## config.mk

```make
export PLATFORM = sky130hd
export DESIGN_NAME = alert_mode_ctrl
export DESIGN_NICKNAME = d
export VERILOG_FILES = /design/src/rtl/alert_mode_ctrl.sv
export SDC_FILE = /design/constraint.sdc
export NUM_CORES = 1
export LEC_CHECK = 0
export CORE_MARGIN = 10
export CORE_UTILIZATION = 53
export DETAILED_ROUTE_END_ITERATION = 7
export GPL_TIMING_DRIVEN = 0
export PLACE_DENSITY = 0.81
export SYNTH_ARGS = -nofsm -noshare
export SYNTH_HDL_FRONTEND = slang
export SYNTH_SLANG_ARGS = --single-unit
```

## constraint.sdc

```tcl
create_clock -name clk -period 2.6 [get_ports clk]
set_input_delay 0.52 -clock clk [delete_from_list [all_inputs] [get_ports clk]]
set_output_delay 0.52 -clock clk [all_outputs]
set_load 0.005 [all_outputs]
```

## src/rtl/alert_mode_ctrl.sv

```systemverilog
// -----------------------------------------------------------------------------
// alert_mode_ctrl
//
// Alert-mode controller feeding the piezo driver. Battery and wheel-speed
// samples are qualified with persistence counting and hysteresis, and the
// resulting flags select one of four modes. The three mode outputs are flop
// bits of a one-hot state register, so they are glitch-free and never more
// than one is high (priority ovr_spd > batt_low > norm_mode).
//
// Ports:
//   clk       in   system clock
//   rst_n     in   asynchronous active-low reset
//   pwr_up    in   system powered; low forces IDLE and clears qualifiers
//   en_steer  in   rider on / steering enabled
//   batt      in   [11:0] unsigned battery sample
//   batt_vld  in   one-cycle strobe, batt valid
//   lft_spd   in   [11:0] signed left wheel speed
//   rght_spd  in   [11:0] signed right wheel speed
//   spd_vld   in   one-cycle strobe, both speeds valid
//   norm_mode out  normal riding indication
//   ovr_spd   out  over-speed alert
//   batt_low  out  low-battery alert
// -----------------------------------------------------------------------------
module alert_mode_ctrl #(
    parameter logic [11:0] BATT_THRESH = 12'h800,
    parameter logic [11:0] BATT_HYST   = 12'h040,
    parameter logic [10:0] SPD_THRESH  = 11'd1536,
    parameter logic [10:0] SPD_HYST    = 11'd128,
    parameter int          QUAL_CNT    = 256
) (
    input  logic        clk,
    input  logic        rst_n,
    input  logic        pwr_up,
    input  logic        en_steer,
    input  logic [11:0] batt,
    input  logic        batt_vld,
    input  logic [11:0] lft_spd,
    input  logic [11:0] rght_spd,
    input  logic        spd_vld,
    output logic        norm_mode,
    output logic        ovr_spd,
    output logic        batt_low
);

    localparam int CW = $clog2(QUAL_CNT + 1);
    localparam logic [CW-1:0] QUAL_LAST = CW'(QUAL_CNT - 1);
    localparam logic [CW-1:0] CNT_ZERO  = {CW{1'b0}};
    localparam logic [CW-1:0] CNT_ONE   = CW'(1);

    // Recovery level is a 13-bit sum so a large threshold plus margin cannot wrap.
    localparam logic [12:0] BATT_RECOV = {1'b0, BATT_THRESH} + {1'b0, BATT_HYST};
    // Clamped at zero so a mis-parameterised margin cannot wrap around.
    localparam logic [10:0] SPD_CLR = (SPD_HYST > SPD_THRESH) ? 11'd0 : (SPD_THRESH - SPD_HYST);

    // One-hot encoding: each mode output is a single flop bit of the state.
    typedef enum logic [2:0] {
        ST_IDLE = 3'b000,
        ST_NORM = 3'b001,
        ST_BATT = 3'b010,
        ST_OVR  = 3'b100
    } state_t;

    state_t          state_r;
    state_t          next_s;
    logic            bq_r;
    logic            sq_r;
    logic [CW-1:0]   bcnt_r;
    logic [CW-1:0]   scnt_r;
    logic [10:0]     lft_mag_s;
    logic [10:0]     rght_mag_s;
    logic [10:0]     mag_s;
    logic            batt_qual_s;
    logic            spd_qual_s;

    // Saturating absolute value: -2048 has no positive 12-bit twin, so it maps to 2047.
    function automatic logic [10:0] abs_sat(input logic [11:0] v);
        logic [10:0] res;
        if (!v[11]) begin
            res = v[10:0];
        end else if (v == 12'h800) begin
            res = 11'h7FF;
        end else begin
            res = 11'(12'd0 - v);
        end
        return res;
    endfunction

    // Speed magnitude and per-flag qualifying conditions (direction depends on flag).
    always_comb begin
        lft_mag_s   = abs_sat(lft_spd);
        rght_mag_s  = abs_sat(rght_spd);
        mag_s       = (lft_mag_s > rght_mag_s) ? lft_mag_s : rght_mag_s;
        batt_qual_s = 1'b0;
        spd_qual_s  = 1'b0;
        if (bq_r) begin
            batt_qual_s = ({1'b0, batt} >= BATT_RECOV);
        end else begin
            batt_qual_s = (batt < BATT_THRESH);
        end
        if (sq_r) begin
            spd_qual_s = (mag_s < SPD_CLR);
        end else begin
            spd_qual_s = (mag_s > SPD_THRESH);
        end
    end

    // Battery qualifier: a run of QUAL_CNT qualifying strobes toggles bq.
    always_ff @(posedge clk or negedge rst_n) begin
        if (!rst_n) begin
            bq_r   <= 1'b0;
            bcnt_r <= CNT_ZERO;
        end else if (!pwr_up) begin
            bq_r   <= 1'b0;
            bcnt_r <= CNT_ZERO;
        end else if (batt_vld) begin
            if (batt_qual_s) begin
                if (bcnt_r == QUAL_LAST) begin
                    bq_r   <= ~bq_r;
                    bcnt_r <= CNT_ZERO;
                end else begin
                    bcnt_r <= bcnt_r + CNT_ONE;
                end
            end else begin
                bcnt_r <= CNT_ZERO;
            end
        end else begin
            bcnt_r <= bcnt_r;
        end
    end

    // Speed qualifier: same scheme, but dropping en_steer clears it at once.
    always_ff @(posedge clk or negedge rst_n) begin
        if (!rst_n) begin
            sq_r   <= 1'b0;
            scnt_r <= CNT_ZERO;
        end else if (!pwr_up || !en_steer) begin
            sq_r   <= 1'b0;
            scnt_r <= CNT_ZERO;
        end else if (spd_vld) begin
            if (spd_qual_s) begin
                if (scnt_r == QUAL_LAST) begin
                    sq_r   <= ~sq_r;
                    scnt_r <= CNT_ZERO;
                end else begin
                    scnt_r <= scnt_r + CNT_ONE;
                end
            end else begin
                scnt_r <= CNT_ZERO;
            end
        end else begin
            scnt_r <= scnt_r;
        end
    end

    // Next mode from the priority chain; any state may jump to any other.
    always_comb begin
        next_s = ST_IDLE;
        if (!pwr_up) begin
            next_s = ST_IDLE;
        end else if (sq_r) begin
            next_s = ST_OVR;
        end else if (bq_r) begin
            next_s = ST_BATT;
        end else if (en_steer) begin
            next_s = ST_NORM;
        end else begin
            next_s = ST_IDLE;
        end
    end

    // Mode register; its one-hot bits are the registered piezo requests.
    always_ff @(posedge clk or negedge rst_n) begin
        if (!rst_n) begin
            state_r <= ST_IDLE;
        end else begin
            state_r <= next_s;
        end
    end

    assign norm_mode = state_r[0];
    assign batt_low  = state_r[1];
    assign ovr_spd   = state_r[2];

endmodule

```

# Word level (Yosys, flattened, before mapping)
# Cells that the tools add are included.
word_totals:
  regBits: 23
  latchBits: 0
  mem_bits_rw: 0
  romBits: 0
  input_bits: 42
  output_inout_bits: 3
  wordCells: 58
  n_memories: 0
classes:
  addsub: 4
  multipliers: 0
  div: 0
  order_cmp: 5
  n_eq_ne: 7
  n_shift: 0
  muxes: 27
  bitwise_logic: 2
  reduce_logical: 8
ops:
  columns: ["op", "n"]
  rows:
  - ["$mux 9", 8]
  - ["$mux 11", 5]
  - ["$eq 12x12->1 const B", 2]
  - ["$sub 1x11->11 const A", 2]
  - ["$add 9x1->9 const B", 2]
  - ["$eq 9x8->1 const B", 2]
  - ["$ge 12x12->1 const B", 1]
  - ["$lt 12x12->1 const B", 1]
  - ["$gt 11x11->1", 1]
  - ["$gt 11x11->1 const B", 1]
  - ["$lt 11x11->1 const B", 1]
  - ["$mux 1", 11]
  - ["$mux 3", 2]
  - ["$ne 2x1->1 const B", 3]
  - ["$reduce_and 3->1", 2]
  - ["$reduce_bool 2->1", 3]
  - ["$logic_not 1->1", 2]
  - ["$mux 2", 1]
  - ["$not 1->1", 2]
  - ["$logic_or 1x1->1", 1]

# Depth between registers and ports, before layout
logic_depth:
  word_depth: 10
  depth_mapped: 16
  ltp_nobuf: 15

# Least setup slack after synthesis
# OpenSTA, ideal clock, no wires.
synth_path:
  kind: "input port to flip-flop"
  from: "input lft_spd[2]"
  to: "register scnt_r[7]"
  setup_time_ps: 87
  t_arrival_ps: 4409
  t_required_ps: 2513
  slack_ps: -1896
  stages: 16
  n_path_buf: 3
  cell_sequence: "buf_6 or4_4 buf_6 nor3_1 o21ai_0 o21ai_0 ha_1 a21oi_1 a211oi_1 a2111oi_0 mux2_2 a2111o_1 a21oi_2 buf_6 o211ai_1 a22oi_1"
synth_via:
  elab_chain_cells: 10
  elab_cells_between_ends: 12
  cone_classes: "add/sub (1); order compare (3); eq/ne (1); mux (7)"
synth_lines:
  columns: ["item", "line_no", "text"]
  rows:
  - ["start: declaration", "37", "input logic [11:0] lft_spd,"]
  - ["$sub 1x11->11 / $eq 12x12->1 (equally long branches)", "83, 80", null]
  - ["$mux 11", "80", "end else if (v == 12'h800) begin"]
  - ["$mux 11 *", "78", "if (!v[11]) begin"]
  - ["$gt 11x11->1", "92", "mag_s = (lft_mag_s > rght_mag_s) ? lft_mag_s : rght_mag_s;"]
  - ["$mux 11 *", "92", null]
  - ["$gt 11x11->1 / $lt 11x11->1 (equally long branches)", "103, 101", null]
  - ["$mux 1 *", "100", "if (sq_r) begin"]
  - ["$mux 9 *", "140", "if (spd_qual_s) begin"]
  - ["$mux 9 *", "139", "end else if (spd_vld) begin"]
  - ["$mux 9 *", "136", "end else if (!pwr_up || !en_steer) begin"]
  - ["end signal: assignment", "145", "scnt_r <= scnt_r + CNT_ONE;"]
  - ["end signal: assignment", "151", "scnt_r <= scnt_r;"]
  - ["end: declaration", "68", "logic [CW-1:0] scnt_r;"]
# Every way passes the cells marked *; elsewhere a longest branch is shown, timed or not. The select of a mux whose other input is x is not followed.
# A chain may end at the register's enable or synchronous reset.

# Worst setup path after layout
layout_path:
  from: "input rght_spd[3]"
  to: "register scnt_r[8]"
layout_via:
  elab_chain_cells: 10
  elab_cells_between_ends: 12
  cone_classes: "add/sub (1); order compare (3); eq/ne (1); mux (7)"
layout_lines:
  columns: ["item", "line_no", "text"]
  rows:
  - ["start: declaration", "38", "input logic [11:0] rght_spd,"]
  - ["$sub 1x11->11 / $eq 12x12->1 (equally long branches)", "83, 80", null]
  - ["$mux 11", "80", null]
  - ["$mux 11 *", "78", null]
  - ["$gt 11x11->1", "92", null]
  - ["$mux 11 *", "92", null]
  - ["$gt 11x11->1 / $lt 11x11->1 (equally long branches)", "103, 101", null]
  - ["$mux 1 *", "100", null]
  - ["$mux 9 *", "140", null]
  - ["$mux 9 *", "139", null]
  - ["$mux 9 *", "136", null]
# Marked as above.

==> results.sh <==
export IMPL_outcome="finished, violations left"
export IMPL_violations="negative setup slack"
export IMPL_fp_coreArea_mm2=0.004414
export IMPL_stdcell_count=444
export IMPL_p_clk_share_pct=21.6
export IMPL_via_per_inst=6.363
export IMPL_p_switching_mw=0.4093
export IMPL_final_area_mm2=0.003511
export IMPL_p_comb_share_pct=45.7
export IMPL_fin_ws_ns=-1.427
export IMPL_antenna_cells=0
export IMPL_path_clk_slew_ns=0.09
export IMPL_yosysSeqAreaShare_pct=23.54
export IMPL_drive_gt1_share_pct=30.61
export IMPL_dp_hpwl_mm=4.899
export IMPL_power_mw=1.125
export IMPL_ys_ff_latch=23
export IMPL_rsz0062_at_grt="true"
export IMPL_grt_pass1_vias=2536
export IMPL_slowest_stage="or4_4"
export IMPL_synth_edf_count=0
export IMPL_syn_area_per_cell_um2=7.616
export IMPL_ys_async_sr_fraction_pct=100.0
export IMPL_ctsHoldBuffers=0
export IMPL_vias=2825
export IMPL_highest_layer="met4"
export IMPL_crit_buf_inv=5
export IMPL_finalHoldViolations=0
export IMPL_dp_cells=408
export IMPL_tns_ns=-13.52
export IMPL_ir_drop_mv=0.2887
export IMPL_synth_nets=378
export IMPL_power_density_mw_per_mm2=320.4
export IMPL_critical_path_max_stage_delay_ns=0.60
export IMPL_die_y_um=87.92
export IMPL_fin_crit_ns=4.027
export IMPL_critPathLaunchType="input pin"
export IMPL_ys_flop_type="dfrtp_1"
export IMPL_io_buffers=35
export IMPL_slew_headroom_pct=30.10
export IMPL_met3_length_um=528
export IMPL_ctsRootBufferMaster="clkbuf_8"
export IMPL_crit_family="compound AO/OA/AOI/OAI gates"
export IMPL_r2r_slack_ns=0.57
export IMPL_finish_net_count=450
export IMPL_clock_latency_ns=0.28
export IMPL_finalSetupViolations=10
export IMPL_cts_buffers_inserted=3
export IMPL_rows=24
export IMPL_synth_area_mm2=0.002445
export IMPL_path_max_fanout=7
export IMPL_first_pass_iters=5
export IMPL_p_seq_share_pct=32.6
export IMPL_p_int_mw=0.7157
export IMPL_maxSlewViolCount=0
export IMPL_gr_total_overflow=0
export IMPL_ant_nets=0
export IMPL_wl_met2_mm=3.924
export IMPL_grt_max_degree=24
export IMPL_p_leak_nw=1.494
export IMPL_cts_sinks=23
export IMPL_drc=0
export IMPL_grt_pass1_wl_mm=11.75
export IMPL_synthCells=321
export IMPL_post_drt_wl_per_cell_um=18.18
export IMPL_gp_congestion=0.8635
export IMPL_drt_met1_wl_mm=3.271
export IMPL_io_pins=45
export IMPL_dieArea_mm2=0.007730
export IMPL_min_path_type="reg2reg"
export IMPL_track_usage_pct=18.23
export IMPL_timing_final_crit_share_pct=154.9
export IMPL_max_cap_violations=0
export IMPL_start_util_pct=55.39
export IMPL_die_w_um=87.92
export IMPL_tightest_slew_ns=1.045
export IMPL_whs_ns=0.5088
export IMPL_yosysWarnings=0
export IMPL_antenna_found_initial=0
export IMPL_h_tree_depth=1
export IMPL_preCtsSetupSlack_ns=-2.387
export IMPL_crit_required_ns=2.77
export IMPL_path_cells="buf_2, or4_4, o211a_1, a211oi_2, inv_1, ha_1, nand4_1, buf_4, a211oi_4, a2111oi_4, buf_4, a41oi_4, mux2i_2, a21boi_2, buf_2, o21ai_0, a21oi_1"
export IMPL_p_sw_share_pct=36.38
export IMPL_drt_iter0_drc=175
export IMPL_end_kind="flop"
export IMPL_area_growth_syn_to_layout_pct=43.60
export IMPL_worstSetupPathType="in2reg"
export IMPL_fillers=283
export IMPL_max_freq_ghz=0.2483
export IMPL_synth_cell_type_count=65
export IMPL_cts_tree="done"
export IMPL_placed_cell_area_mm2=0.003002
export IMPL_final_core_util_pct=79.54
export IMPL_clk_path_buf_depth=2
export IMPL_routed_wl_mm=8.071
export IMPL_finClkSkew_ns=0.003803
export IMPL_cp_arrival_ns=4.20
final timing paths:
path	endpoint	cells past startpoint	from
min in group asynchronous	bcnt_r[7]	1	rst_n
max in group asynchronous	scnt_r[7]	1	rst_n
worst max-delay path	scnt_r[8]	17	rght_spd[3]
worst max register to register	bcnt_r[4]	9	bcnt_r[0]
worst min-delay path	bcnt_r[4]	1	bcnt_r[4]
worst min register to register	bcnt_r[4]	1	bcnt_r[4]
registers in the layout, summed over array words and instances, names as in the netlist:
signal	flops
bcnt_r	9
bq_r	1
scnt_r	9
sq_r	1
state_r	3
cells in the mapped netlist, types with 3 or more instances:
master     n  area, µm²
o21ai_0   29      145.1
a22oi_1    3      22.52
nand4_1    3      18.77
buf_6      4      45.04
o211ai_1  10      75.07
nand2_1   34      127.6
nand3_1   11      55.05
ha_1      15      187.7
buf_2      4      20.02
inv_1     22      82.58
dfrtp_1   23      575.6
o22ai_1    3      18.77
nor2_1    28      105.1
nor3_1     8      40.04
nand2b_1   9      56.30
or2_2      3      18.77
a211oi_1   4      30.03
or4_1      4      30.03
clkbuf_1   3      11.26
xnor2_1    4      35.03
and2_1     6      37.54
nor4_1     3      18.77
or3_1      5      31.28
o21a_1     3      22.52
a21oi_1   15      75.07
and3_1    10      62.56
o311ai_0   4      35.03
metal layers:
layer / vias to the layer above / global-route usage (%)
li1: 1349 / -
met1: 1304 / 22.60
met2: 137 / 31.68
met3: 35 / 3.435
met4: 0 / 4.203
met5: - / 0
logic make-up after synthesis:
family / synth area share (%)
simple gates: 28.30
buf+inv: 6.807
xor+xnor: 1.791
fa+ha+maj: 7.677
flops: 23.54
mux: 1.279
compound gates: 30.60
layout make-up:
type | count | area [µm²] | share of cell area [%]
inverter | 22 | 100.1 | 2.851
tap | 52 | 65.06 | 1.853
clock buffer | 3 | 41.29 | 1.176
timing repair buffer | 69 | 595.6 | 16.96
sequential | 23 | 575.6 | 16.39
clock inverter | 1 | 5.005 | 0.1426
buffer | 10 | 93.84 | 2.673
multi-input combinational | 264 | 2034 | 57.95
layout by cell type, fill, tap and decap left out, drive strengths merged, types with 4 or more instances in the layout:
cell type,count
and3,11
xnor2,4
buf,52
dlygate4sd2,5
clkbuf,6
a21oi,16
and2,6
ha,15
nand2,34
a211oi,5
dfrtp,23
or3,5
nand3,11
or4,5
inv,21
clkdlybuf4s50,15
o211ai,10
nor2,28
nand2b,9
o21ai,31
o311ai,5
nor3,8
power groups by stage:
stage / combinational, mW / clock (mW) / sequential, mW
global route: 0.551 / 0.252 / 0.367
detailed placement: 0.357 / 0 / 0.374
CTS: 0.424 / 0.238 / 0.367
floorplan: 0.231 / 0 / 0.373
finish: 0.515 / 0.244 / 0.367
global placement: 0.347 / 0 / 0.374
repair_timing:
item,in CTS,in global routing
setup endpoints to repair,10,10
pin swaps,30,25
hold endpoints to repair,0,0
setup buffers,28,4
gates cloned,1,1
gates resized for setup,91,36
Power figures use the tool's default switching activity.
